### src/rtl/sysid_qsys_regs.sv
// sysid_qsys_regs: system-ID / build-info slave on the Avalon-MM control bus.
// Word map: ID, TIMESTAMP, VERSION, SCRATCH, UPTIME_LO, UPTIME_HI, CTRL, reserved.
// Reads return through a READ_LATENCY-deep pipeline with a readdatavalid pulse.
// Optional feature macro: SYSID_QSYS_UPTIME_EN adds the 64-bit uptime counter,
// its coherent high-word shadow and the CTRL register (FREEZE / CLEAR).
module sysid_qsys_regs #(
   parameter logic [31:0] SYSTEM_ID    = 32'h0400_0000,
   parameter logic [31:0] TIMESTAMP    = 32'h5451_44E7,
   parameter logic [31:0] VERSION      = 32'h0001_0000,
   parameter int          READ_LATENCY = 1,
   parameter int          ADDR_W       = 3
) (
   input  logic              clock,
   input  logic              reset_n,
   input  logic [ADDR_W-1:0] address,
   input  logic              read,
   input  logic              write,
   input  logic [31:0]       writedata,
   output logic [31:0]       readdata,
   output logic              readdatavalid
);

   localparam logic [2:0] A_ID      = 3'd0;
   localparam logic [2:0] A_TSTAMP  = 3'd1;
   localparam logic [2:0] A_VERSION = 3'd2;
   localparam logic [2:0] A_SCRATCH = 3'd3;
`ifdef SYSID_QSYS_UPTIME_EN
   localparam logic [2:0] A_UP_LO   = 3'd4;
   localparam logic [2:0] A_UP_HI   = 3'd5;
   localparam logic [2:0] A_CTRL    = 3'd6;
`endif

   // Reject unsupported configurations while elaborating.
   generate
      if (READ_LATENCY < 1 || READ_LATENCY > 4) begin : g_bad_latency
         $error("sysid_qsys_regs: READ_LATENCY must be in 1..4");
      end
      if (ADDR_W < 3 || ADDR_W > 32) begin : g_bad_addr_w
         $error("sysid_qsys_regs: ADDR_W must be in 3..32");
      end
   endgenerate

   // Only the first eight words are decoded; anything above aliases to nothing.
   logic       w_in_map;
   logic [2:0] w_word;
   logic       w_scratch_we;
   logic [31:0] w_rdata;
   logic [31:0] r_scratch;

   assign w_in_map     = ((address >> 3) == '0);
   assign w_word       = address[2:0];
   assign w_scratch_we = write && w_in_map && (w_word == A_SCRATCH);

   // Scratch register: the written value is visible from the next cycle.
   always_ff @(posedge clock or negedge reset_n) begin
      if (!reset_n) begin
         r_scratch <= '0;
      end else if (w_scratch_we) begin
         r_scratch <= writedata;
      end
   end

`ifdef SYSID_QSYS_UPTIME_EN
   logic [63:0] r_uptime;
   logic [31:0] r_hi_shadow;
   logic        r_freeze;
   logic        w_ctrl_we;
   logic        w_lo_rd;

   assign w_ctrl_we = write && w_in_map && (w_word == A_CTRL);
   assign w_lo_rd   = read && w_in_map && (w_word == A_UP_LO);

   // Uptime counter: CLEAR wins over the increment, FREEZE holds the value.
   always_ff @(posedge clock or negedge reset_n) begin
      if (!reset_n) begin
         r_uptime <= '0;
      end else if (w_ctrl_we && writedata[1]) begin
         r_uptime <= '0;
      end else if (!r_freeze) begin
         r_uptime <= r_uptime + 64'd1;
      end
   end

   // CTRL.FREEZE storage and the high-word snapshot taken on every LO read.
   always_ff @(posedge clock or negedge reset_n) begin
      if (!reset_n) begin
         r_freeze    <= 1'b0;
         r_hi_shadow <= '0;
      end else begin
         if (w_ctrl_we) begin
            r_freeze <= writedata[0];
         end
         if (w_lo_rd) begin
            r_hi_shadow <= r_uptime[63:32];
         end
      end
   end
`endif

   // Read mux: values as they stand in the cycle the read strobe is seen.
   always_comb begin
      w_rdata = '0;
      if (w_in_map) begin
         case (w_word)
            A_ID:      w_rdata = SYSTEM_ID;
            A_TSTAMP:  w_rdata = TIMESTAMP;
            A_VERSION: w_rdata = VERSION;
            A_SCRATCH: w_rdata = r_scratch;
`ifdef SYSID_QSYS_UPTIME_EN
            A_UP_LO:   w_rdata = r_uptime[31:0];
            A_UP_HI:   w_rdata = r_hi_shadow;
            A_CTRL:    w_rdata = {31'd0, r_freeze};
`endif
            default:   w_rdata = '0;
         endcase
      end
   end

   // Read pipeline: data is zeroed on idle slots so readdata is 0 whenever
   // readdatavalid is low, with no output gating needed.
   logic        r_vld [0:READ_LATENCY-1];
   logic [31:0] r_dat [0:READ_LATENCY-1];

   // Shift the read results one stage per clock; reset drops all in flight.
   always_ff @(posedge clock or negedge reset_n) begin
      if (!reset_n) begin
         for (int i = 0; i < READ_LATENCY; i++) begin
            r_vld[i] <= 1'b0;
            r_dat[i] <= '0;
         end
      end else begin
         r_vld[0] <= read;
         r_dat[0] <= read ? w_rdata : 32'd0;
         for (int i = 1; i < READ_LATENCY; i++) begin
            r_vld[i] <= r_vld[i-1];
            r_dat[i] <= r_dat[i-1];
         end
      end
   end

   assign readdata      = r_dat[READ_LATENCY-1];
   assign readdatavalid = r_vld[READ_LATENCY-1];

endmodule
### config.mk
export PLATFORM = sky130hd
export DESIGN_NAME = sysid_qsys_regs
export DESIGN_NICKNAME = d
export VERILOG_FILES = /design/src/rtl/sysid_qsys_regs.sv
export SDC_FILE = /design/constraint.sdc
export NUM_CORES = 1
export LEC_CHECK = 0
export ABC_AREA = 1
export BUFFER_PORTS_ARGS = -buffer_cell sky130_fd_sc_hd__buf_2
export CAP_MARGIN = 20
export CORE_ASPECT_RATIO = 0.6
export CORE_UTILIZATION = 30
export CTS_BUF_LIST = sky130_fd_sc_hd__clkbuf_8
export DETAILED_ROUTE_END_ITERATION = 6
export PLACE_DENSITY = 0.55
export SLEW_MARGIN = 5
export SYNTH_ARGS = -nofsm -noshare
export SYNTH_HDL_FRONTEND = slang
export SYNTH_SLANG_ARGS = --single-unit
### constraint.sdc
create_clock -name clock -period 1.1 [get_ports clock]
set_input_delay 0.055 -clock clock [delete_from_list [all_inputs] [get_ports clock]]
set_output_delay 0.055 -clock clock [all_outputs]
set_load 0.02 [all_outputs]
==> flow_summary.ini <==
[status]
outcome = complete, no violations

[worst_setup_path]
crit_family = flip-flops
arrival_ns = 0.90
criticalPathCategory = reg2out
crit_fanout = 1
cp_num_cells = 1
reg2reg_depth = 2
reg2reg_slack_ns = 0.41
crit_required_ns = 1.04
endpoint_kind = output pin
cpMaxStageDelayCell = dfrtp_1
slowest_delay_ns = 0.39
crit_chain = buf_2
path_buf_inv = 1
start_kind = flip-flop

[final_layout]
insertedDiodeCount = 0
layout-drive-gt1-share = 0.297
final_nets = 406
final_util = 0.445
layout_common_cells = buf_2, nand2_1, dfrtp_1
layout_commonest_cell = buf_2
fillCellCount = 782
fin_area_um2 = 3510
area_growth_syn_to_layout_pct = 43.5

[clocking]
clock_latency_ns = 0.35
h-tree-depth = 3
cts_resized = 0
cts_max_path_buffers = 2
cts.sinks = 65
clk_pin_slew_ns = 0.07
post_cts_buffers = 0
cts_buffers = 9
cts_tree = built
root_buffer = clkbuf_8

[sta]
hold_viol_final = 0
finalSetupViolations = 0
fmax_ghz = 1.05
setup_ws_ns = 0.146
fin_crit_ns = 0.954
tightest_slew_ns = 0.382
fin_crit_sh = 0.867
timing.setup.tns_ns = 0
rsz0062_at_grt = false
finalClockSkew_ns = 0.00649
drv_slew = 0
max_slew_margin = 0.745

[die]
rows = 25
fp.dieH_um = 71.9
start_util = 0.310
pin_count = 72
core-area_um2 = 7880
fp.dieW_um = 119
dieArea_um2 = 8530

[synth]
yosysWarnings = 0
yosysUniqueCellTypes = 13
avgSynthCellArea_um2 = 9.86
ys_top_cells_by_area = dfrtp_1, nand2_1, nand3_1
synth_cells = 248
synth-seq-area-share = 0.665
yosysTopAreaCellShare = 0.665
syn_area_um2 = 2440
synthesis.nets = 287
yosys.area.top_type = dfrtp_1
ys_seq_elements = 65

[place]
place_area_um2 = 2990
place_ws_ns = 0.110
dp.final_hpwl_mm = 3.93
portBuffers = 71
gp_congestion = 0.794

[routing]
drc = 0
first_iter_violations = 109
post_drt_wl_per_cell_um = 12.5
wl_mm = 5.97
vias = 1959
viasPerCell = 4.10
first_pass_iters = 6
drtAntennaViolNets = 0

[grt]
antenna_found_initial = 0
grt_first_pass_wirelength_mm = 9.94
grt_pass1_vias = 2041
grt_remaining_overflow = 0
grt_usage = 0.157
grt_start_max_net_pins = 26

[min_path]
holdPathStages = 3
hp-class = in2reg

[flow_run]
max-cap-violations = 0

[power]
power.density_nw_per_um2 = 1500
total_leakage_power_nw = 1.96
vdd_drop_max_mv = 0.621
## stage by stage
step	hold WS, ns	cells	power, mW
6_report	0.0402	478	5.25
5_1_grt	0.0661	478	5.52
4_1_cts	0.0127	478	5.31
3_5_place_dp	-0.00483	428	3.46
3_3_place_gp	-0.000399	428	3.45
2_1_floorplan	-0.241	248	3.17
## cell families after synthesis
kind of cell,after synthesis,share of synthesized area
flip-flops,65,0.665
AND/OR/NAND/NOR,148,0.264
AO/OA/AOI/OAI,1,0.00205
buffers and inverters,34,0.0691
## power by group
| part | total, mW | leakage, nW | switching [mW] | internal (mW) |
|---|---|---|---|---|
| registers | 2.77 | 0.855 | 0.127 | 2.65 |
| clock network | 1.74 | 0.0951 | 0.850 | 0.892 |
| logic | 0.734 | 1.01 | 0.404 | 0.330 |
| total | 5.25 | 1.96 | 1.38 | 3.87 |
## cells in the mapped netlist
library cell / count
a21oi_1: 1
buf_6: 4
nand3_4: 1
nor2_2: 11
nand2_2: 2
clkinv_2: 1
buf_2: 8
nand2_1: 66
nor2_1: 34
nor3_1: 1
dfrtp_1: 65
inv_1: 21
nand3_1: 33
## layout make-up
| class | instances | area (um^2) | area share |
|---|---|---|---|
| timing repair buffer | 120 | 851 | 0.243 |
| multi-input combinational | 149 | 649 | 0.185 |
| clock inverter | 3 | 11.3 | 0.00321 |
| inverter | 22 | 83.8 | 0.0239 |
| tap | 108 | 135 | 0.0385 |
| sequential | 65 | 1630 | 0.464 |
| clock buffer | 11 | 151 | 0.0432 |
## state kept, by name, indices dropped and copies added (netlist names)
| name | cells |
|---|---|
| r_scratch | 32 |
| readdatavalid | 1 |
| readdata | 32 |
## per-layer routing
metal  vias to the layer above  global-route usage  share of wire
met1                       894               0.216           0.52
met5                         -                   0              0
met2                        63               0.227           0.41
met4                         0              0.0633          0.015
li1                        991                   -              -
met3                        11              0.0566          0.057
## what timing repair did
item                                    in CTS  in global routing
endpoints found under the hold margin       99                  0
hold buffers                                36                  0
endpoints found under the setup margin       0                  0
## worst reg2reg max path: stages, from the launching register on
cell and delay (ns):
dfrtp_1 0.39, nor2_1 0.13, nor2_1 0.06
## path summary, 6_finish.rpt
| kind | start | to |
|---|---|---|
| max | readdata[26] | readdata[26] |
| min | address[0] | readdata[16] |
| max reg2reg | r_scratch[10] | readdata[10] |
| min reg2reg | r_scratch[13] | r_scratch[13] |
| max in group asynchronous | reset_n | readdata[8] |
| min in group asynchronous | reset_n | r_scratch[5] |
(Power assumes the default switching activity.)
